## config.mk

```make
export PLATFORM = sky130hd
export DESIGN_NAME = sweep_cfg_loader_flat
export DESIGN_NICKNAME = d
export VERILOG_FILES = /design/src/rtl/sweep_cfg_loader_if.sv /design/src/rtl/sweep_cfg_loader.sv /design/src/flat_wrapper.sv
export SDC_FILE = /design/constraint.sdc
export NUM_CORES = 1
export LEC_CHECK = 0
export ABC_AREA = 1
export CAP_MARGIN = 20
export CORE_UTILIZATION = 55
export CTS_CLUSTER_DIAMETER = 40
export DETAILED_ROUTE_END_ITERATION = 16
export PLACE_DENSITY = 0.76
export SLEW_MARGIN = 0
export SYNTH_ARGS = -nofsm -noshare
export SYNTH_HDL_FRONTEND = slang
export SYNTH_SLANG_ARGS = --single-unit
```

## constraint.sdc

```tcl
create_clock -name clk -period 47.3 [get_ports clk]
set_input_delay 9.46 -clock clk [delete_from_list [all_inputs] [get_ports clk]]
set_output_delay 9.46 -clock clk [all_outputs]
set_load 0.01 [all_outputs]
```

## src/rtl/sweep_cfg_loader_if.sv

```systemverilog
// +----------------------------------------------------------------------------+
// | Module      : sweep_cfg_loader_if                                          |
// | Description : Request/status bundle between a sweep configuration source   |
// |               and the sweep_cfg_loader front-end.                          |
// | Revision    : 1.0 - initial release                                        |
// +----------------------------------------------------------------------------+
`default_nettype none
`timescale 1ns/1ps

interface sweep_cfg_loader_if;
   // Request side
   logic        cfg_valid;
   logic        cfg_ready;
   logic [31:0] cfg_start_hz;
   logic [31:0] cfg_stop_hz;
   logic [31:0] cfg_step_hz;
   // Committed generator configuration
   logic [31:0] start_freq;
   logic [31:0] stop_freq;
   logic [31:0] step_size;
   logic        sweep_rst;
   // Status
   logic        cfg_done;
   logic        cfg_err;
   logic        busy;

   // Configuration source
   modport master (
      output cfg_valid, cfg_start_hz, cfg_stop_hz, cfg_step_hz,
      input  cfg_ready, start_freq, stop_freq, step_size,
      input  sweep_rst, cfg_done, cfg_err, busy
   );

   // Loader
   modport slave (
      input  cfg_valid, cfg_start_hz, cfg_stop_hz, cfg_step_hz,
      output cfg_ready, start_freq, stop_freq, step_size,
      output sweep_rst, cfg_done, cfg_err, busy
   );
endinterface

`default_nettype wire

```

## src/rtl/sweep_cfg_loader.sv

```systemverilog
// +----------------------------------------------------------------------------+
// | Module      : sweep_cfg_loader                                             |
// | Description : Converts a Hz sweep request (start/stop/step) into 32-bit    |
// |               DDS phase increments with a serial shift-add multiplier,     |
// |               validates them and commits all three atomically while       |
// |               holding the sweep generator in reset.                        |
// | Revision    : 1.0 - initial release                                        |
// +----------------------------------------------------------------------------+
`default_nettype none
`timescale 1ns/1ps

module sweep_cfg_loader #(
   parameter logic [31:0] SCALE      = 32'd3655519,
   parameter int          FRAC       = 16,
   parameter int          RST_CYCLES = 4
) (
   input  wire logic          clk,
   input  wire logic          reset,
   sweep_cfg_loader_if.slave  cfg
);

   typedef enum logic [1:0] {
      S_IDLE        = 2'd0,
      S_CONV        = 2'd1,
      S_CHECK       = 2'd2,
      S_COMMIT_HOLD = 2'd3
   } state_t;

   localparam int                  C_HOLD_W     = (RST_CYCLES > 1) ? $clog2(RST_CYCLES) : 1;
   localparam logic [C_HOLD_W-1:0] C_HOLD_LAST  = C_HOLD_W'(RST_CYCLES - 1);
   localparam logic [63:0]         C_MCAND_INIT = {32'd0, SCALE};

   state_t               state_q, state_d;
   logic                 ready_q, ready_d;
   logic                 done_q, done_d;
   logic                 err_q, err_d;
   logic                 sweep_rst_q, sweep_rst_d;
   logic [31:0]          start_q, start_d;
   logic [31:0]          stop_q, stop_d;
   logic [31:0]          step_q, step_d;
   // Captured request (Hz)
   logic [31:0]          start_hz_q, start_hz_d;
   logic [31:0]          stop_hz_q, stop_hz_d;
   logic [31:0]          step_hz_q, step_hz_d;
   // Converted increments awaiting validation
   logic [31:0]          sh_start_q, sh_start_d;
   logic [31:0]          sh_stop_q, sh_stop_d;
   logic [31:0]          sh_step_q, sh_step_d;
   // Serial multiplier: accumulator, shifted multiplicand, shifted multiplier
   logic [63:0]          acc_q, acc_d;
   logic [63:0]          mcand_q, mcand_d;
   logic [31:0]          mplier_q, mplier_d;
   logic [4:0]           bit_cnt_q, bit_cnt_d;
   logic [1:0]           idx_q, idx_d;
   logic [C_HOLD_W-1:0]  hold_q, hold_d;

   logic [63:0]          w_acc_next;
   logic [63:0]          w_shift;
   logic [31:0]          w_conv_res;

   // One multiplier iteration, and the scaled/saturated result of the final one
   assign w_acc_next = acc_q + (mplier_q[0] ? mcand_q : 64'd0);
   assign w_shift    = w_acc_next >> FRAC;
   assign w_conv_res = (|w_shift[63:32]) ? 32'hFFFF_FFFF : w_shift[31:0];

   // Next-state and datapath decode; every register holds unless a state acts on it
   always_comb begin
      state_d     = state_q;
      done_d      = 1'b0;
      err_d       = err_q;
      sweep_rst_d = sweep_rst_q;
      start_d     = start_q;
      stop_d      = stop_q;
      step_d      = step_q;
      start_hz_d  = start_hz_q;
      stop_hz_d   = stop_hz_q;
      step_hz_d   = step_hz_q;
      sh_start_d  = sh_start_q;
      sh_stop_d   = sh_stop_q;
      sh_step_d   = sh_step_q;
      acc_d       = acc_q;
      mcand_d     = mcand_q;
      mplier_d    = mplier_q;
      bit_cnt_d   = bit_cnt_q;
      idx_d       = idx_q;
      hold_d      = hold_q;

      case (state_q)
         S_IDLE: begin
            // ready_q is low for the first cycle out of reset, so no capture then
            if (cfg.cfg_valid && ready_q) begin
               start_hz_d = cfg.cfg_start_hz;
               stop_hz_d  = cfg.cfg_stop_hz;
               step_hz_d  = cfg.cfg_step_hz;
               acc_d      = 64'd0;
               mcand_d    = C_MCAND_INIT;
               mplier_d   = cfg.cfg_start_hz;
               bit_cnt_d  = 5'd0;
               idx_d      = 2'd0;
               state_d    = S_CONV;
            end
         end

         S_CONV: begin
            acc_d     = w_acc_next;
            mcand_d   = {mcand_q[62:0], 1'b0};
            mplier_d  = {1'b0, mplier_q[31:1]};
            bit_cnt_d = bit_cnt_q + 5'd1;
            if (bit_cnt_q == 5'd31) begin
               // Last iteration of this operand: store it and load the next one
               acc_d   = 64'd0;
               mcand_d = C_MCAND_INIT;
               idx_d   = idx_q + 2'd1;
               if (idx_q == 2'd0) begin
                  sh_start_d = w_conv_res;
                  mplier_d   = stop_hz_q;
               end else if (idx_q == 2'd1) begin
                  sh_stop_d  = w_conv_res;
                  mplier_d   = step_hz_q;
               end else begin
                  sh_step_d  = w_conv_res;
                  state_d    = S_CHECK;
               end
            end
         end

         S_CHECK: begin
            if ((sh_step_q == 32'd0) || (sh_stop_q < sh_start_q)) begin
               err_d   = 1'b1;
               done_d  = 1'b1;
               state_d = S_IDLE;
            end else begin
               // All three outputs change together, with the generator in reset
               start_d     = sh_start_q;
               stop_d      = sh_stop_q;
               step_d      = sh_step_q;
               sweep_rst_d = 1'b1;
               hold_d      = '0;
               state_d     = S_COMMIT_HOLD;
            end
         end

         S_COMMIT_HOLD: begin
            if (hold_q == C_HOLD_LAST) begin
               sweep_rst_d = 1'b0;
               err_d       = 1'b0;
               done_d      = 1'b1;
               state_d     = S_IDLE;
            end else begin
               hold_d = hold_q + C_HOLD_W'(1);
            end
         end

         default: state_d = S_IDLE;
      endcase

      ready_d = (state_d == S_IDLE);
   end

   // State and datapath registers; reset leaves the generator held in reset
   always_ff @(posedge clk or posedge reset) begin
      if (reset) begin
         state_q     <= S_IDLE;
         ready_q     <= 1'b0;
         done_q      <= 1'b0;
         err_q       <= 1'b0;
         sweep_rst_q <= 1'b1;
         start_q     <= 32'd0;
         stop_q      <= 32'd0;
         step_q      <= 32'd0;
         start_hz_q  <= 32'd0;
         stop_hz_q   <= 32'd0;
         step_hz_q   <= 32'd0;
         sh_start_q  <= 32'd0;
         sh_stop_q   <= 32'd0;
         sh_step_q   <= 32'd0;
         acc_q       <= 64'd0;
         mcand_q     <= 64'd0;
         mplier_q    <= 32'd0;
         bit_cnt_q   <= 5'd0;
         idx_q       <= 2'd0;
         hold_q      <= '0;
      end else begin
         state_q     <= state_d;
         ready_q     <= ready_d;
         done_q      <= done_d;
         err_q       <= err_d;
         sweep_rst_q <= sweep_rst_d;
         start_q     <= start_d;
         stop_q      <= stop_d;
         step_q      <= step_d;
         start_hz_q  <= start_hz_d;
         stop_hz_q   <= stop_hz_d;
         step_hz_q   <= step_hz_d;
         sh_start_q  <= sh_start_d;
         sh_stop_q   <= sh_stop_d;
         sh_step_q   <= sh_step_d;
         acc_q       <= acc_d;
         mcand_q     <= mcand_d;
         mplier_q    <= mplier_d;
         bit_cnt_q   <= bit_cnt_d;
         idx_q       <= idx_d;
         hold_q      <= hold_d;
      end
   end

   assign cfg.cfg_ready  = ready_q;
   assign cfg.busy       = ~ready_q;
   assign cfg.cfg_done   = done_q;
   assign cfg.cfg_err    = err_q;
   assign cfg.sweep_rst  = sweep_rst_q;
   assign cfg.start_freq = start_q;
   assign cfg.stop_freq  = stop_q;
   assign cfg.step_size  = step_q;

endmodule

`default_nettype wire

```

## src/flat_wrapper.sv

```systemverilog
// flat-port wrapper written by rule: the top's interface ports become plain ports
module sweep_cfg_loader_flat 
#(
   parameter logic [31:0] SCALE      = 32'd3655519,
   parameter int          FRAC       = 16,
   parameter int          RST_CYCLES = 4
)
  (clk, reset, cfg_cfg_valid, cfg_cfg_start_hz, cfg_cfg_stop_hz, cfg_cfg_step_hz, cfg_cfg_ready, cfg_start_freq, cfg_stop_freq, cfg_step_size, cfg_sweep_rst, cfg_cfg_done, cfg_cfg_err, cfg_busy);
  sweep_cfg_loader_if cfg_i ();
  input  wire logic clk;
  input  wire logic reset;
  input wire logic [$bits(cfg_i.cfg_valid)-1:0] cfg_cfg_valid;
  input wire logic [$bits(cfg_i.cfg_start_hz)-1:0] cfg_cfg_start_hz;
  input wire logic [$bits(cfg_i.cfg_stop_hz)-1:0] cfg_cfg_stop_hz;
  input wire logic [$bits(cfg_i.cfg_step_hz)-1:0] cfg_cfg_step_hz;
  output wire logic [$bits(cfg_i.cfg_ready)-1:0] cfg_cfg_ready;
  output wire logic [$bits(cfg_i.start_freq)-1:0] cfg_start_freq;
  output wire logic [$bits(cfg_i.stop_freq)-1:0] cfg_stop_freq;
  output wire logic [$bits(cfg_i.step_size)-1:0] cfg_step_size;
  output wire logic [$bits(cfg_i.sweep_rst)-1:0] cfg_sweep_rst;
  output wire logic [$bits(cfg_i.cfg_done)-1:0] cfg_cfg_done;
  output wire logic [$bits(cfg_i.cfg_err)-1:0] cfg_cfg_err;
  output wire logic [$bits(cfg_i.busy)-1:0] cfg_busy;
  assign cfg_i.cfg_valid = cfg_cfg_valid;
  assign cfg_i.cfg_start_hz = cfg_cfg_start_hz;
  assign cfg_i.cfg_stop_hz = cfg_cfg_stop_hz;
  assign cfg_i.cfg_step_hz = cfg_cfg_step_hz;
  assign cfg_cfg_ready = cfg_i.cfg_ready;
  assign cfg_start_freq = cfg_i.start_freq;
  assign cfg_stop_freq = cfg_i.stop_freq;
  assign cfg_step_size = cfg_i.step_size;
  assign cfg_sweep_rst = cfg_i.sweep_rst;
  assign cfg_cfg_done = cfg_i.cfg_done;
  assign cfg_cfg_err = cfg_i.cfg_err;
  assign cfg_busy = cfg_i.busy;
  sweep_cfg_loader #(.SCALE(SCALE), .FRAC(FRAC), .RST_CYCLES(RST_CYCLES)) u_core (.clk(clk), .reset(reset), .cfg(cfg_i));
endmodule
```

==> results of run 1 <==
[worst max-delay path by stage]
stage                                      end  slack (ns)  cells past startpoint
2_1_floorplan      u_core.acc_q[0]$_DFFE_PP0P_       25.84                      1
3_3_place_gp    u_core.mplier_q[0]$_DFFE_PP0P_       34.56                      4
3_5_place_dp    u_core.mplier_q[0]$_DFFE_PP0P_       34.48                      4
4_1_cts         u_core.mplier_q[0]$_DFFE_PP0P_       35.14                      4
5_1_grt          u_core.mcand_q[0]$_DFFE_PP0P_       35.35                      5
6_report       u_core.mplier_q[11]$_DFFE_PP0P_       35.55                     11
[worst reg2reg max path: cells and delay by family (launching register included)]
family                     cells  cell delay, ns
adders and majority gates      2            0.57
and+or+nand+nor               18            2.19
DFF                            1            0.34
buffers and inverters          5            1.51
[through the flow]
| stage | total power (W) | area, um2 |
|---|---|---|
| 5_1_grt | 0.0008524 | 28910 |
| 4_1_cts | 0.0008347 | 28740 |
| 2_1_floorplan | 0.0003811 | 24360 |
| 3_5_place_dp | 0.0003920 | 26780 |
| 3_3_place_gp | 0.0003918 | 26750 |
| 6_report | 0.0008287 | 28910 |
[synth_stat cells (all sizes together)]
master | instances | area share [%]
a211oi | 1 | 0.031
a21oi | 72 | 1.5
a22o | 18 | 0.65
a22oi | 32 | 0.99
a31o | 1 | 0.036
a31oi | 17 | 0.44
a32o | 1 | 0.041
a41oi | 31 | 1.1
and2 | 1 | 0.026
and3 | 6 | 0.15
buf | 27 | 0.88
clkbuf | 86 | 1.3
clkinv | 4 | 0.062
dfrtp | 430 | 44
dfstp | 1 | 0.11
fa | 1 | 0.082
ha | 99 | 5.1
inv | 515 | 7.9
nand2 | 1355 | 21
nand3 | 82 | 3.3
nand3b | 1 | 0.031
nand4 | 14 | 0.36
nor2 | 163 | 3.1
nor3 | 16 | 0.60
nor4 | 9 | 0.23
o21a | 2 | 0.062
o21ai | 161 | 3.3
o21bai | 3 | 0.092
o221ai | 2 | 0.072
o22a | 10 | 0.36
o22ai | 44 | 1.1
o311ai | 1 | 0.036
o31ai | 5 | 0.15
xnor2 | 21 | 0.76
xor2 | 17 | 0.61
[kinds of logic (layout without fill, tap and decap cells)]
| logic type | count (synthesis) | in the layout |
|---|---|---|
| XOR/XNOR | 38 | 38 |
| AND/OR/NAND/NOR | 1647 | 1647 |
| AO/OA/AOI/OAI | 401 | 401 |
| buffers and inverters | 632 | 849 |
| adder cells (fa/ha/maj) | 100 | 100 |
| flip-flops | 431 | 431 |
[registers in the layout, summed over array words and instances (netlist names), 5 cells and up]
signal / flops
u_core.sh_stop_q: 32
u_core.step_hz_q: 32
u_core.sh_step_q: 32
u_core.mcand_q: 64
u_core.cfg.step_size: 32
u_core.stop_hz_q: 32
u_core.sh_start_q: 32
u_core.mplier_q: 32
u_core.cfg.stop_freq: 32
u_core.bit_cnt_q: 5
u_core.acc_q: 64
u_core.cfg.start_freq: 32
[power by group]
part / total [W] / switching, W / internal [W] / leakage (nW)
logic: 0.0000165 / 0.00000871 / 0.00000778 / 9.13
clock network: 0.000443 / 0.000173 / 0.000270 / 0.966
registers: 0.000369 / 0 / 0.000369 / 5.75
[metal layers]
| layer | routed length [um] | up-vias | global-route usage (%) |
|---|---|---|---|
| met5 | 0 | - | 0 |
| met4 | 1773 | 0 | 8.757 |
| met3 | 3848 | 115 | 4.668 |
| met2 | 30420 | 595 | 47.70 |
| met1 | 28550 | 9971 | 39.97 |
| li1 | - | 10470 | - |
[area by class of cell]
cell class | count | area (um2) | share of cell area, %
Tap cell | 585 | 732.0 | 2.532
Sequential cell | 431 | 10790 | 37.32
Timing Repair Buffer | 226 | 2335 | 8.076
Inverter | 519 | 1957 | 6.769
Clock buffer | 68 | 1508 | 5.215
Clock inverter | 36 | 456.7 | 1.580
Multi-Input combinational cell | 2186 | 11130 | 38.51
==> impl_metrics.py, run 1 <==
metrics = {
    "cts": {
        "cts_tree": "built",
        "h-tree-depth": 2,
        "post_cts_buffers": 0,
        "cts_hold_buf": 0,
        "cts_resized": 0,
        "clkTransAtPathRegs_ns": 0.06,
        "cts_root_buf": "clkbuf_16",
        "clock-sinks": 431,
        "clock_latency_ns": 0.60,
        "cts_max_path_buffers": 3,
        "cts_buffers": 56,
    },
    "setup_path": {
        "reg2reg_setup_slack_ns": 42.55,
        "worst-path-max-fanout": 84,
        "crit_chain": "clkdlybuf4s50_1, nand3_2, buf_4, inv_2, buf_4, nor2_4, clkinv_2, buf_4, buf_16, nor2_1, a41oi_1",
        "crit_start": "cfg_cfg_valid",
        "crit_path_start_kind": "input pin",
        "rr_worst_depth": 25,
        "cp.arrival_ns": 12.26,
        "critical-path-max-stage-delay_ns": 0.55,
        "cp_top_family": "buffers and inverters",
        "cp_slowest_cell": "buf_4",
        "cpMostUsedCell": "buf_4",
        "worstSetupPathType": "input pin to flop",
        "r2r_end": "u_core.sh_start_q[30]$_DFFE_PP0P_",
        "cp_num_buf_inv": 7,
        "cp-end-kind": "flop",
        "r2r-start": "u_core.mplier_q[0]$_DFFE_PP0P_",
        "critPathRequiredTime_ns": 47.81,
    },
    "detailed_routing": {
        "wl_per_cell_um": 15.95,
        "vias_per_cell": 5.220,
        "drc": 0,
        "vias": 21150,
        "postRouteAntennaNets": 0,
        "routed_wl_mm": 64.59,
        "drt_iter0_markers": 1657,
        "first_pass_iters": 5,
    },
    "timing": {
        "setup-tns-final_ns": 0,
        "fin_skew_ns": 0.02771,
        "fmax_mhz": 85.11,
        "worst_slew_pin_slew_ns": 0.8853,
        "fin_ws_ns": 35.55,
        "slew_violations": 0,
        "rsz0062_at_grt": "no",
        "holdWs_ns": 0.4780,
        "final-setup-viol-count": 0,
        "timing.final.crit_period_ns": 11.75,
        "min_period_over_period_pct": 24.84,
        "slew_headroom_pct": 40.98,
        "hold_violations": 0,
    },
    "floorplan": {
        "dieArea_mm2": 0.04514,
        "die_w_um": 212.5,
        "num_rows": 76,
        "die_h_um": 212.5,
        "start_util_pct": 56.18,
        "boundaryPins": 200,
        "coreArea_mm2": 0.04336,
    },
    "final_layout": {
        "final_cell_mix": "1328 x nand2_1, 488 x inv_1, 429 x dfrtp_1",
        "num_antenna_cells": 0,
        "drive_above_1_share_pct": 7.444,
        "nets": 3619,
        "fin_cells": 4051,
        "nFillCells": 3703,
        "final_util_pct": 66.67,
        "synthToLayoutAreaGrowth_pct": 18.67,
        "final_common_cell": "nand2_1",
    },
    "power": {
        "cellPowerDensity_mw_per_mm2": 28.67,
        "vdd_drop_max_v": 0.00003265,
        "power_leakage_nw": 15.85,
    },
    "synthesis": {
        "synth-seq-area-share_pct": 44.28,
        "synth.avg_cell_area_um2": 7.498,
        "yosys.area_share.adder_pct": 5.167,
        "ys_warn_count": 0,
        "yosys-mux-area-fraction_pct": 0,
        "synth_top_family_by_area": "simple AND/OR/NAND/NOR gates",
        "syn_nets": 3448,
        "syn_area_mm2": 0.02436,
        "synth_cell_types": 47,
        "synth-compound-area-share_pct": 9.985,
        "synth_xor_area_share_pct": 1.366,
        "synth-seq-cells": 431,
        "synthSimpleGateAreaFrac_pct": 29.00,
        "synth_cells": 3249,
    },
    "global_routing": {
        "antenna_found_initial": 0,
        "track_usage_pct": 29.21,
        "grt_pass1_wl_mm": 105.0,
        "grt_max_degree": 136,
        "grt_overflow": 0,
        "grt_pass1_vias": 20780,
    },
    "place": {
        "dp_cells": 3941,
        "io_buffers": 199,
        "dp_hpwl_mm": 46.99,
        "dp_slack_ns": 34.48,
        "place.gp.congestion": 0.9499,
    },
    "outcome": {
        "status": "finished, final reports clean",
    },
    "hold_path": {
        "whs_path_depth": 2,
        "hold_end": "u_core.step_hz_q[6]$_DFFE_PP0P_",
        "min-delay-start": "u_core.step_hz_q[6]$_DFFE_PP0P_",
        "hold_path.class": "flop to flop",
    },
    "run": {
        "cap_viol_max_count": 0,
    },
}
(Power assumes the default switching activity.)
==> run 2, diff against run 1 <==
--- a/config.mk
+++ b/config.mk
@@ -7,10 +7,10 @@
 export LEC_CHECK = 0
 export ABC_AREA = 1
 export CAP_MARGIN = 20
-export CORE_UTILIZATION = 55
+export CORE_UTILIZATION = 53
 export CTS_CLUSTER_DIAMETER = 40
 export DETAILED_ROUTE_END_ITERATION = 16
-export PLACE_DENSITY = 0.76
+export PLACE_DENSITY = 0.77
 export SLEW_MARGIN = 0
 export SYNTH_ARGS = -nofsm -noshare
 export SYNTH_HDL_FRONTEND = slang
==> constraint.sdc (replaced) <==
create_clock -name clk -period 9.9 [get_ports clk]
set_input_delay 1.98 -clock clk [delete_from_list [all_inputs] [get_ports clk]]
set_output_delay 1.98 -clock clk [all_outputs]
set_load 0.01 [all_outputs]
==> run 2 against run 1 <==
Effect of this change:
- final cell count rose by 0.44%
- largest power group unchanged
- sequential share of layout area about the same
- sequential cell count unchanged
- clock skew up 0.018 ns
- cell area hardly changed
- non-clock buffer count shrank 5
- wire length decreased by 3.4%
==> impl_metrics.py, run 2 (synthesis gave the netlist of run 1 again) <==
metrics = {
    "place": {
        "place.gp.congestion": 0.9796,
        "io_buffers": 199,
        "dp_hpwl_mm": 44.27,
        "dp_cells": 3954,
    },
    "floorplan": {
        "die_h_um": 216.4,
        "die_w_um": 216.4,
        "start_util_pct": 53.68,
        "num_rows": 78,
        "boundaryPins": 200,
        "dieArea_mm2": 0.04682,
        "coreArea_mm2": 0.04538,
    },
    "setup_path": {
        "cp-end-kind": "flop",
        "crit_path_start_kind": "input pin",
        "worst-path-max-fanout": 90,
        "critPathRequiredTime_ns": 10.34,
        "r2r_end": "u_core.sh_start_q[30]$_DFFE_PP0P_",
        "cp.arrival_ns": 5.60,
        "r2r-start": "u_core.mplier_q[0]$_DFFE_PP0P_",
        "rr_worst_depth": 24,
        "worstSetupPathType": "input pin to flop",
        "reg2reg_setup_slack_ns": 5.15,
    },
    "detailed_routing": {
        "postRouteAntennaNets": 0,
        "routed_wl_mm": 62.41,
        "drt_iter0_markers": 1610,
        "first_pass_iters": 5,
        "vias_per_cell": 5.128,
        "vias": 20870,
        "drc": 0,
        "wl_per_cell_um": 15.34,
    },
    "timing": {
        "slew_headroom_pct": 22.66,
        "slew_violations": 0,
        "min_period_over_period_pct": 52.13,
        "rsz0062_at_grt": "no",
        "worst_slew_pin_slew_ns": 1.160,
        "fmax_mhz": 193.8,
        "fin_skew_ns": 0.04562,
        "hold_violations": 0,
        "setup-tns-final_ns": 0,
        "timing.final.crit_period_ns": 5.161,
        "final-setup-viol-count": 0,
    },
    "power": {
        "switching_power_w": 0.0009037,
        "cellPowerDensity_mw_per_mm2": 136.8,
        "p_int_w": 0.003053,
        "netSwitchingFraction_pct": 22.84,
        "power_leakage_nw": 15.80,
        "seq_power_share_pct": 44.5,
        "vdd_drop_max_v": 0.0001308,
        "p_comb_share_pct": 1.9,
        "clkPwrFrac_pct": 53.5,
        "power_w": 0.003956,
    },
    "outcome": {
        "status": "finished, final reports clean",
    },
    "cts": {
        "clkTransAtPathRegs_ns": 0.06,
        "cts_hold_buf": 0,
        "clock-sinks": 431,
        "cts_max_path_buffers": 3,
        "cts_tree": "built",
        "cts_buffers": 59,
        "post_cts_buffers": 0,
        "h-tree-depth": 2,
        "clock_latency_ns": 0.63,
        "cts_resized": 0,
        "cts_root_buf": "clkbuf_16",
    },
    "final_layout": {
        "nets": 3617,
        "multi_input_area_mm2": 0.01113,
        "largestRegisters": "u_core.acc_q x64, u_core.mcand_q x64",
        "fin_cells": 4069,
        "final_common_cell": "nand2_1",
        "drive_above_1_share_pct": 7.553,
        "final_cell_mix": "1328 x nand2_1, 488 x inv_1, 429 x dfrtp_1",
        "num_antenna_cells": 0,
        "regArea_mm2": 0.01079,
        "synthToLayoutAreaGrowth_pct": 18.69,
        "nFillCells": 3900,
    },
    "hold_path": {
        "whs_path_depth": 2,
        "hold_end": "u_core.step_hz_q[0]$_DFFE_PP0P_",
        "min-delay-start": "u_core.step_hz_q[0]$_DFFE_PP0P_",
        "hold_path.class": "flop to flop",
    },
    "global_routing": {
        "grt_pass1_vias": 20110,
        "grt_max_degree": 161,
        "track_usage_pct": 27.11,
        "grt_overflow": 0,
        "grt_pass1_wl_mm": 103.2,
        "antenna_found_initial": 0,
    },
    "run": {
        "cap_viol_max_count": 0,
    },
}
## run 2: per-layer routing
| metal | vias up | GRT usage (%) | wire [um] |
|---|---|---|---|
| met5 | - | 0 | 0 |
| met4 | 0 | 8.592 | 1686 |
| met3 | 109 | 3.481 | 3070 |
| met2 | 522 | 44.28 | 29420 |
| met1 | 9748 | 37.53 | 28230 |
| li1 | 10490 | - | - |
## run 2: worst max-delay path, cell delays in order
cell and delay (ns):
clkdlybuf4s50_1 0.41, nand3_2 0.07, buf_4 0.59, inv_2 0.14
nor2_4 0.10, buf_4 0.67, clkinv_2 0.60, buf_4 0.58
nor2_1 0.25, a41oi_1 0.07
## run 2: power by group through the flow
stage	Combinational [W]	Clock (W)	Sequential, W
after detailed placement	0.0000781	0	0.00179
after CTS	0.0000782	0.00215	0.00176
after global routing	0.0000847	0.00224	0.00176
after global placement	0.0000781	0	0.00179
final	0.0000755	0.00212	0.00176
after floorplan	0.0000258	0	0.00180
## run 2: worst max path at each step
| stage | endpoint | depth (start not counted) | startpoint |
|---|---|---|---|
| detailed placement | u_core.mplier_q[1]$_DFFE_PP0P_ | 10 | cfg_cfg_valid |
| CTS | u_core.mplier_q[1]$_DFFE_PP0P_ | 10 | cfg_cfg_valid |
| global placement | u_core.mplier_q[5]$_DFFE_PP0P_ | 10 | cfg_cfg_valid |
| finish | u_core.mplier_q[1]$_DFFE_PP0P_ | 10 | cfg_cfg_valid |
| floorplan | u_core.acc_q[0]$_DFFE_PP0P_ | 1 | reset |
| global route | u_core.mplier_q[1]$_DFFE_PP0P_ | 10 | cfg_cfg_valid |
## run 2: cell type report
| class | instances | share of cell area (%) |
|---|---|---|
| Timing Repair Buffer | 221 | 7.755 |
| Multi-Input combinational cell | 2186 | 38.51 |
| Clock buffer | 71 | 5.470 |
| Sequential cell | 431 | 37.31 |
| Inverter | 519 | 6.755 |
| Tap cell | 600 | 2.597 |
| Clock inverter | 41 | 1.606 |
## run 2: per-stage QoR
step / util (%) / setup WS (ns) / cell area [um2] / hold WS (ns)
finish: 63.71 / 4.739 / 28910 / 0.4768
global route: 63.71 / 4.450 / 28910 / 0.4935
CTS: 63.53 / 4.807 / 28830 / 0.4728
detailed placement: 59.02 / 4.202 / 26780 / 0.4640
global placement: 59.02 / 4.254 / 26780 / 0.4561
floorplan: - / 2.101 / 24360 / 0.4403
